--- src/rtl/cargador_trabajo.sv ---
// Job loader / result collector in front of the sistema_area core: assembles a 13-byte job,
// runs the core until terminado, then offers nonce/hash on a valid/ready port.
// Optional RUN-cycle abort is built when CARGADOR_TIMEOUT_EN is defined.
module cargador_trabajo #(
    parameter int unsigned MAX_CICLOS = 1048576
) (
    input  logic        clk,
    input  logic        reset_n,
    input  logic [7:0]  byte_in,
    input  logic        byte_valid,
    output logic        byte_ready,
    output logic [95:0] payload,
    output logic [7:0]  target,
    output logic        active,
    input  logic        terminado,
    input  logic [31:0] nonceIn,
    input  logic [23:0] hashIn,
    output logic        res_valid,
    input  logic        res_ready,
    output logic [31:0] res_nonce,
    output logic [23:0] res_hash,
    output logic        res_timeout
);

    typedef enum logic [1:0] {ST_LOAD, ST_RUN, ST_DONE} state_t;

    // The abort counter is 21 bits wide, so the budget must fit in it.
    if (MAX_CICLOS < 1 || MAX_CICLOS > (1 << 21)) begin : g_bad_max_ciclos
        $error("cargador_trabajo: MAX_CICLOS out of range");
    end

    state_t      state_q, state_d;
    logic [3:0]  idx_q, idx_d;
    logic [95:0] payload_q, payload_d;
    logic [7:0]  target_q, target_d;
    logic        active_q, active_d;
    logic        res_valid_q, res_valid_d;
    logic [31:0] res_nonce_q, res_nonce_d;
    logic [23:0] res_hash_q, res_hash_d;

`ifdef CARGADOR_TIMEOUT_EN
    localparam logic [20:0] CNT_LAST = 21'(MAX_CICLOS - 1);
    logic [20:0] cnt_q, cnt_d;
    logic        res_timeout_q, res_timeout_d;
`endif

    always_comb begin
        state_d     = state_q;
        idx_d       = idx_q;
        payload_d   = payload_q;
        target_d    = target_q;
        active_d    = active_q;
        res_valid_d = res_valid_q;
        res_nonce_d = res_nonce_q;
        res_hash_d  = res_hash_q;
`ifdef CARGADOR_TIMEOUT_EN
        cnt_d         = cnt_q;
        res_timeout_d = res_timeout_q;
`endif
        unique case (state_q)
            ST_LOAD: begin
                if (byte_valid) begin
                    if (idx_q == 4'd12) begin
                        target_d = byte_in;
                        idx_d    = 4'd0;
                        active_d = 1'b1;
                        state_d  = ST_RUN;
`ifdef CARGADOR_TIMEOUT_EN
                        cnt_d = 21'd0;
`endif
                    end else begin
                        // First byte lands in the payload MSB.
                        payload_d[95 - 8*int'(idx_q) -: 8] = byte_in;
                        idx_d = idx_q + 4'd1;
                    end
                end
            end
            ST_RUN: begin
                if (terminado) begin
                    res_nonce_d = nonceIn;
                    res_hash_d  = hashIn;
                    active_d    = 1'b0;
                    res_valid_d = 1'b1;
                    state_d     = ST_DONE;
`ifdef CARGADOR_TIMEOUT_EN
                    res_timeout_d = 1'b0;
                end else if (cnt_q == CNT_LAST) begin
                    res_nonce_d   = nonceIn;
                    res_hash_d    = hashIn;
                    active_d      = 1'b0;
                    res_valid_d   = 1'b1;
                    res_timeout_d = 1'b1;
                    state_d       = ST_DONE;
                end else begin
                    cnt_d = cnt_q + 21'd1;
`endif
                end
            end
            ST_DONE: begin
                if (res_ready) begin
                    res_valid_d = 1'b0;
                    state_d     = ST_LOAD;
                end
            end
            default: state_d = ST_LOAD;
        endcase
    end

    always_ff @(posedge clk) begin
        if (!reset_n) begin
            state_q     <= ST_LOAD;
            idx_q       <= 4'd0;
            payload_q   <= '0;
            target_q    <= '0;
            active_q    <= 1'b0;
            res_valid_q <= 1'b0;
            res_nonce_q <= '0;
            res_hash_q  <= '0;
        end else begin
            state_q     <= state_d;
            idx_q       <= idx_d;
            payload_q   <= payload_d;
            target_q    <= target_d;
            active_q    <= active_d;
            res_valid_q <= res_valid_d;
            res_nonce_q <= res_nonce_d;
            res_hash_q  <= res_hash_d;
        end
    end

`ifdef CARGADOR_TIMEOUT_EN
    always_ff @(posedge clk) begin
        if (!reset_n) begin
            cnt_q         <= '0;
            res_timeout_q <= 1'b0;
        end else begin
            cnt_q         <= cnt_d;
            res_timeout_q <= res_timeout_d;
        end
    end
    assign res_timeout = res_timeout_q;
`else
    assign res_timeout = 1'b0;
`endif

    assign byte_ready = (state_q == ST_LOAD);
    assign payload    = payload_q;
    assign target     = target_q;
    assign active     = active_q;
    assign res_valid  = res_valid_q;
    assign res_nonce  = res_nonce_q;
    assign res_hash   = res_hash_q;

endmodule

--- config.mk ---
export PLATFORM = sky130hd
export DESIGN_NAME = cargador_trabajo
export DESIGN_NICKNAME = d
export VERILOG_FILES = /design/src/rtl/cargador_trabajo.sv
export SDC_FILE = /design/constraint.sdc
export NUM_CORES = 1
export LEC_CHECK = 0
export BUFFER_PORTS_ARGS = -buffer_cell sky130_fd_sc_hd__buf_2
export CAP_MARGIN = 20
export CORE_MARGIN = 3
export CORE_UTILIZATION = 44
export DETAILED_ROUTE_END_ITERATION = 10
export GPL_TIMING_DRIVEN = 0
export PLACE_DENSITY = 0.75
export SETUP_SLACK_MARGIN = 0.3
export SYNTH_ARGS = -nofsm -noshare
export SYNTH_HDL_FRONTEND = slang
export SYNTH_SLANG_ARGS = --single-unit
--- constraint.sdc ---
create_clock -name clk -period 2.1 [get_ports clk]
set_clock_uncertainty 0.05 [all_clocks]
set_input_delay 0.105 -clock clk [delete_from_list [all_inputs] [get_ports clk]]
set_output_delay 0.105 -clock clk [all_outputs]
set_load 0.03 [all_outputs]
After elaboration in Yosys (flattened, before gate mapping). Cells that the tools add are included.

Bits of input ports: 69. Register bits: 168. Logic and storage cells: 45.

Multiplexer cells: 14. $add $sub $neg: 3. Equal/unequal tests: 7. Bitwise gates (word level): 1. Shift-type cells: 2. Reductions and logical operators: 10.

Operators by type and width (number): $shift A8 B33 Y103 const A (1); $shiftx A8 B33 Y103 (1); $bwmux W96 (1); $neg A8 Y33 (1); $reduce_and A3 Y1 (3); $mux W2 (4); $reduce_and A4 Y1 (2); $sub A7 B7 Y8 const A (1); $ne A2 B2 Y1 const B (3); $pmux W2 S3 (1); $mux W1 (5); $add A4 B1 Y4 const B (1); $eq A4 B4 Y1 const B (1); $mux W4 (1); $pmux W1 S2 (2); $reduce_and A2 Y1 (2); $reduce_bool A2 Y1 (2); $eq A2 B1 Y1 const B (1); $eq A2 B2 Y1 const B (1); $logic_not A2 Y1 (1); $ne A2 B1 Y1 const B (1); $not A1 Y1 (1).

Depth between registers and ports, before layout. Gate-level depths: netlist of run 1.

Depth after elaboration: 4. Gate-level depth with buffers: 7.

Worst setup path before layout of run 1. No wires, ideal clock.

Path kind: register -> register. From: reg idx_q[2]. To: reg payload_q[40] (netlist: payload[40]). Library setup time: 132 ps. Cell stages (with the launch flop): 7. Required time: 1918 ps. Path slack: 45 ps. Arrival time: 1873 ps. Cells stage by stage: dfxtp_1 -> ha_1 -> or4b_4 -> buf_6 -> or4_1 -> buf_6 -> mux2i_1.

Longest elaborated chain between the ends: 4. Elaborated cells on any way between the ends: 8. Classes of those cells: add/sub (2); eq/ne (1); shift (2); mux (1); bitwise (1); reduce/logical (1).

Ends and longest elaborated chain: start: declaration (RTL line 33) `logic [3:0] idx_q, idx_d;`; start signal: assignment (RTL line 121) `idx_q <= idx_d;`; $sub A7 B7 Y8 (RTL line 73) `payload_d[95 - 8*int'(idx_q) -: 8] = byte_in;`; $neg A8 Y33 (RTL line 73); $shiftx A8 B33 Y103 / $shift A8 B33 Y103 (equally long branches) (RTL line 73); $bwmux W96 (RTL line 73); end signal: assignment (RTL line 122) `payload_q <= payload_d;`; end: declaration (RTL line 34) `logic [95:0] payload_q, payload_d;`.

Several ways; a longest one is shown, not always the timed one. A chain may end at the register's enable or synchronous reset.

Final worst setup path of run 1.
From: reg state_q[1]. To: reg payload_q[43] (netlist: payload[43]).

Longest elaborated chain between the ends: 2.

Ends and longest elaborated chain: start: declaration (RTL line 32) `state_t state_q, state_d;`; start signal: assignment (RTL line 120) `state_q <= state_d;`; $logic_not A2 Y1 (RTL line 60) `unique case (state_q)`; $reduce_and A3 Y1 (no line).

No other way between the ends.

==> flow_metrics.tcl, run 1 <==
set metrics [dict create \
    synth_top_area_share_pct 52.8 \
    antenna_found_initial 1 \
    final-setup-viol-count 0 \
    tritoncts "built" \
    synth_edf_count 0 \
    netlist_instances 672 \
    cts-root-buf "clkbuf_16" \
    worstSetupPathType "reg -> reg" \
    area_growth_pct 47.2 \
    dr.pass1.iters 4 \
    grt_pass1_vias 5945 \
    io_buffers 230 \
    place_inst 1082 \
    hold_class "in -> reg" \
    drv_cap 0 \
    htree_num_levels 4 \
    routed_wl_um 19400 \
    holdWs_ns 0.118 \
    clock_sinks 168 \
    reg2reg_slack_ns 0.05 \
    slew_headroom_pct 48.1 \
    drive_gt1_share_pct 32.1 \
    final_common_cell "buf_2" \
    worst_pin_slew_ns 0.779 \
    vias_per_cell 4.95 \
    nets 1081 \
    clk_pin_slew_ns 0.06 \
    final_cell_mix "buf_2, nand2_1, dfxtp_1, mux2i_1, dlygate4sd3_1" \
    fin_util_pct 67.0 \
    synthArstFlopShare_pct 0 \
    start_util_pct 45.5 \
    synth_area_leaders "dfxtp_1, mux2i_1, nand2_1" \
    synth_fp_nets 744 \
    hold_viol 0 \
    wire_per_inst_um 16.2 \
    grt_max_degree 17 \
    die_height_um 126 \
    ys_types 41 \
    synth_seq_cells 168 \
    diodes 0 \
    pre_cts_ws_ns -0.101 \
    place_congestion 0.855 \
    ir_worst_vdd_v 0.000523 \
    io_pins 233 \
    grt_usage_pct 24.1 \
    cp.arrival_ns 2.27 \
    post-route-drc-count 0 \
    power.density_nw_per_um2 745 \
    yosysTopAreaCell "dfxtp_1" \
    min_period_over_period_pct 97.8 \
    crit_fanout 8 \
    netlist_area_um2 6360 \
    syn-mean-instance-area_um2 9.47 \
    grt_overflow 0 \
    clock_tree.buffer_depth 2 \
    synthFlopType "dfxtp_1" \
    outcome "finished clean" \
    rows 43 \
    period_minus_slack_ns 2.05 \
    drtAntennaViolNets 0 \
    seq_area_frac_synth_pct 52.8 \
    cp.required_ns 2.31 \
    timing.final.ws_setup_ns 0.0456 \
    finalMaxSlewViolations 0 \
    clk_latency_ns 0.41 \
    dieArea_um2 15900 \
    core-area_um2 14000 \
    rsz0062_at_grt "yes" \
    die_w_um 126 \
    drt_iter0_markers 238 \
    leakagePower_nw 4.34 \
    grt_pass1_wl_um 30900 \
    worstSetupEndpointType "register" \
    startpoint_type "register" \
    vias 5934 \
    cts_buffers 17 \
    ys_warn_count 0 \
    instances_no_fill 1199 \
    fmax_mhz 487 \
    setup_tns_ns 0 \
    dp_hpwl_um 12700 \
]
-- critical path, stage by stage (launching register included) --
cell and delay [ns]:
dfxtp_2 0.32, buf_6 0.12, or4b_4 0.53, buf_8 0.15, or4_4 0.44, buf_8 0.17
mux2i_1 0.12
-- worst paths after layout --
path | end | cells after the start | from
min reg2reg | payload[8]$_SDFFE_PN0P_ | 2 | payload[8]$_SDFFE_PN0P_
min | payload[1]$_SDFFE_PN0P_ | 3 | reset_n
max | payload[43]$_SDFFE_PN0P_ | 6 | state_q[1]$_SDFFE_PN0P_
max reg2reg | payload[43]$_SDFFE_PN0P_ | 6 | state_q[1]$_SDFFE_PN0P_
-- registers in the layout (all words and copies together), names as in the netlist --
| name | flops |
|---|---|
| res_valid | 1 |
| active | 1 |
| res_nonce | 32 |
| idx_q | 4 |
| target | 8 |
| state_q | 2 |
| res_hash | 24 |
| payload | 96 |
-- cell type report --
class	instances	area (µm²)
fill	1092	4620
sequential	168	3370
multi-input combinational	447	2860
timing repair buffer	318	2020
clock buffer	20	447
buffer	54	290
tap	180	225
clock inverter	9	151
inverter	3	11.3
-- synthesized netlist by cell type (2+ instances only) --
master and number:
o21ai_0 10, nor4_4 2, mux2i_1 97, nand4_1 2
a21oi_1 4, inv_1 2, nor4b_1 3, nand2_1 219
and2_1 2, nor2_1 5, a21boi_0 64, buf_1 3
dfxtp_1 168, ha_1 3, buf_6 3, xnor2_1 2
nor2b_1 2, nor3b_1 3, clkbuf_1 41, buf_2 5
nand3_1 12
-- through the flow --
step / area, µm² / power (mW)
5_1_grt: 9370 / 7.22
3_5_place_dp: 7770 / 3.71
3_3_place_gp: 7770 / 3.71
4_1_cts: 9280 / 7.02
6_report: 9370 / 6.98
2_1_floorplan: 6390 / 3.55
-- report_power, final --
| part | total, mW | internal (mW) | switching, mW | leakage, nW |
|---|---|---|---|---|
| Combinational | 0.546 | 0.252 | 0.294 | 2.69 |
| Clock | 3.20 | 2.00 | 1.21 | 0.292 |
| Sequential | 3.24 | 3.22 | 0.0164 | 1.36 |
-- per-layer routing --
metal,share of wire [%],wire (µm),vias up,global-route usage (%)
met5,0.067,13,-,0
met4,1.7,321,2,7.76
met3,7.6,1480,29,7.72
met2,49,9430,230,41.8
met1,42,8150,2777,28.4
li1,-,-,2896,-
-- repair_timing --
item / CTS / global route
pin swaps: 6 / 6
resized for setup: 29 / 27
hold buffers: 66 / 0
gates cloned: 0 / 1
setup endpoints to repair: 142 / 134
endpoints found under the hold margin: 82 / 0
setup buffers: 18 / 3
-- cell families (layout without fill, tap and decap cells) --
kind of cell | Yosys count | in the layout | synth area share [%]
simple gates | 264 | 264 | 18.1
flops | 168 | 168 | 52.8
mux | 98 | 98 | 15.4
compound gates | 79 | 79 | 8.79
buf+inv | 57 | 404 | 3.89
fa+ha+maj | 3 | 3 | 0.590
xor+xnor | 2 | 2 | 0.275
other cells | 1 | 1 | 0.0589
(Power assumes the default switching activity.)
==> run 2, diff against run 1 <==
--- a/config.mk
+++ b/config.mk
@@ -5,13 +5,14 @@
 export SDC_FILE = /design/constraint.sdc
 export NUM_CORES = 1
 export LEC_CHECK = 0
+export ABC_AREA = 1
 export BUFFER_PORTS_ARGS = -buffer_cell sky130_fd_sc_hd__buf_2
 export CAP_MARGIN = 20
 export CORE_MARGIN = 3
-export CORE_UTILIZATION = 44
+export CORE_UTILIZATION = 45
 export DETAILED_ROUTE_END_ITERATION = 10
 export GPL_TIMING_DRIVEN = 0
-export PLACE_DENSITY = 0.75
+export PLACE_DENSITY = 0.76
 export SETUP_SLACK_MARGIN = 0.3
 export SYNTH_ARGS = -nofsm -noshare
 export SYNTH_HDL_FRONTEND = slang
==> run 2 against run 1 <==
Via count grew 19%. Count of clock-buffer cells in the layout is the same. Final area shrank 1.0%. Maximum frequency grew 19%. Setup slack gained 0.33 ns. Wire length grew 9.5%. Largest cell class unchanged. Power shrank 4.4%. Combinational power grew 19%. Sequential share of layout area grew 0.45 points. Cell count grew 20%. First-iteration DRC count grew 77%.
==> flow_metrics.tcl, run 2 <==
set metrics [dict create \
    path_delay_family "simple AND/OR/NAND/NOR gates" \
    rows 43 \
    grt_util_met3_pct 7.15 \
    reg2reg_slack_ns 0.38 \
    dp_hpwl_um 14100 \
    yosysMostFrequentCell "nand2_1" \
    synthFlopType "dfxtp_1" \
    grt_overflow 0 \
    place_congestion 0.872 \
    io_buffers 230 \
    io_pins 233 \
    nets 1321 \
    synth_top_family_by_area "simple AND/OR/NAND/NOR gates" \
    synth_seq_cells 168 \
    synth_area_leaders "dfxtp_1, nand2_1, nor2_1" \
    grt_usage_pct 25.7 \
    syn-mean-instance-area_um2 7.13 \
    seq_area_frac_synth_pct 50.8 \
    post-route-drc-count 0 \
    ys_types 26 \
    synth_top_area_share_pct 50.8 \
    reg2reg_to "payload[85]$_SDFFE_PN0P_" \
    cp.arrival_ns 2.00 \
    netlist_instances 930 \
    slew_headroom_pct 63.9 \
    grt_pass1_vias 6650 \
    crit_fanout 10 \
    drv_cap 0 \
    area_growth_pct 40.0 \
    nFillCells 1193 \
    routed_wl_um 21200 \
    die_height_um 127 \
    synthTopCellsByCount "nand2_1, nor2_1, dfxtp_1" \
    cp.required_ns 2.37 \
    hold_viol 0 \
    tritoncts "built" \
    grt_use_met2_pct 44.1 \
    outcome "finished clean" \
    cts-root-buf "clkbuf_16" \
    synth_compound_area_share_pct 6.95 \
    clk_pin_slew_ns 0.06 \
    antenna_found_initial 0 \
    cts_buffers 17 \
    rsz0062_at_grt "no" \
    synthArstFlopShare_pct 0 \
    hp-start "byte_valid" \
    final_common_cell "nand2_1" \
    start_util_pct 46.8 \
    vias_per_cell 4.89 \
    synth_edf_count 0 \
    dr.pass1.iters 6 \
    grt_busiest_layer "met2" \
    whs_endpoint "idx_q[1]$_SDFFE_PN0N_" \
    finalMaxSlewViolations 0 \
    leakagePower_nw 4.58 \
    fin_util_pct 65.5 \
    crit_buf_inv 2 \
    synth_fp_nets 1002 \
    grt_max_degree 17 \
    final_cell_mix "nand2_1, buf_2, nor2_1, dfxtp_1, a21oi_1" \
    core-area_um2 14100 \
    rr_startpoint "idx_q[2]$_SDFFE_PN0N_" \
    max_stage_delay_ns 0.39 \
    drtAntennaViolNets 0 \
    wire_per_inst_um 14.7 \
    min_period_over_period_pct 82.1 \
    dieArea_um2 16200 \
    hold_class "in -> reg" \
    setup_tns_ns 0 \
    power.density_nw_per_um2 720 \
    r2r_cells 8 \
    startpoint_type "register" \
    largest_reg_flops 96 \
    final-setup-viol-count 0 \
    htree_num_levels 4 \
    ir_worst_vdd_v 0.000536 \
    die_w_um 127 \
    worstSetupEndpointType "register" \
    clock_tree.buffer_depth 2 \
    drive_gt1_share_pct 25.5 \
    netlist_area_um2 6630 \
    use_met1_pct 30.3 \
    clock_sinks 168 \
    yosys.area_share.simple_pct 34.6 \
    vias 7061 \
    synth.mux.area_fraction_pct 0 \
    worst_pin_slew_ns 0.541 \
    worstSetupPathType "reg -> reg" \
    yosysTopAreaCell "dfxtp_1" \
    yosys.area_share.adder_pct 0.566 \
    worstPathCellList "ha_4, inv_2, nand3_1, nor2_1, buf_2, nand3_1, nand2_1, nor2_1" \
    clk_latency_ns 0.42 \
    yosys.area_share.xor_xnor_pct 0 \
    fmax_mhz 580 \
    ys_warn_count 0 \
    whs_path_depth 4 \
    critPathSlowestCell "dfxtp_4" \
    grt_pass1_wl_um 33100 \
    period_minus_slack_ns 1.72 \
    drt_iter0_markers 422 \
]
[run 2: worst max-delay path by stage]
stage                           from                        to  slack [ns]  cells after the start
6_report       idx_q[2]$_SDFFE_PN0N_  payload[85]$_SDFFE_PN0P_        0.38                      8
5_1_grt        idx_q[0]$_SDFFE_PN0N_  payload[47]$_SDFFE_PN0P_        0.29                     10
4_1_cts        idx_q[2]$_SDFFE_PN0N_  payload[10]$_SDFFE_PN0P_        0.31                      6
3_5_place_dp   idx_q[2]$_SDFFE_PN0N_  payload[79]$_SDFFE_PN0P_        0.04                      8
3_3_place_gp   idx_q[2]$_SDFFE_PN0N_  payload[78]$_SDFFE_PN0P_        0.03                      8
2_1_floorplan  idx_q[2]$_SDFFE_PN0N_  payload[78]$_SDFFE_PN0P_        0.36                      8
[run 2: cell families after synthesis]
family,Yosys count
and+or+nand+nor,561
buffers and inverters,105
adders and majority gates,3
other,1
AOI/OAI and AO/OA,92
DFF,168
[run 2: per-stage QoR]
stage	cells	total power [mW]	hold slack (ns)	instance area, µm²	setup slack [ns]
finish	1444	6.68	0.140	9280	0.375
global route	1442	6.92	0.171	9270	0.290
CTS	1441	6.70	0.130	9230	0.305
detailed placement	1340	3.87	0.309	8000	0.0380
global placement	1340	3.86	0.304	8000	0.0294
floorplan	930	3.67	0.190	6630	0.364
[run 2: tightest hold or removal path: stages]
cell	delay, ns
buf_2	0.12
nand2_2	0.10
buf_6	0.17
a21oi_1	0.08
[run 2: timing repair]
item                                   4_1_cts  5_1_grt
endpoints found under the hold margin       83        0
gates resized for setup                     10       11
setup endpoints to repair                   91       94
pin swaps                                    3        1
hold buffers                                66        0
buffers inserted                             3        1
[run 2: layout make-up]
class	instances	area [µm²]	area share (%)
Sequential cell	168	3370	36.4
Multi-Input combinational cell	657	2840	30.6
Timing Repair Buffer	300	1840	19.9
Clock buffer	20	437	4.71
Buffer	46	253	2.72
Tap cell	180	225	2.43
Inverter	59	223	2.40
Clock inverter	12	81.3	0.877
Antenna cell	2	5.00	0.0540
[run 2: power breakdown]
part	switching, mW	internal [mW]	total (mW)
Combinational	0.403	0.249	0.652
Sequential	0.0306	3.23	3.26
Clock	1.26	1.50	2.76
[run 2: per-layer routing]
metal | up-vias | share of wire, %
met3 | 55 | 8.3
li1 | 3518 | -
met2 | 297 | 49
met4 | 0 | 3.1
met1 | 3191 | 40
met5 | - | 0
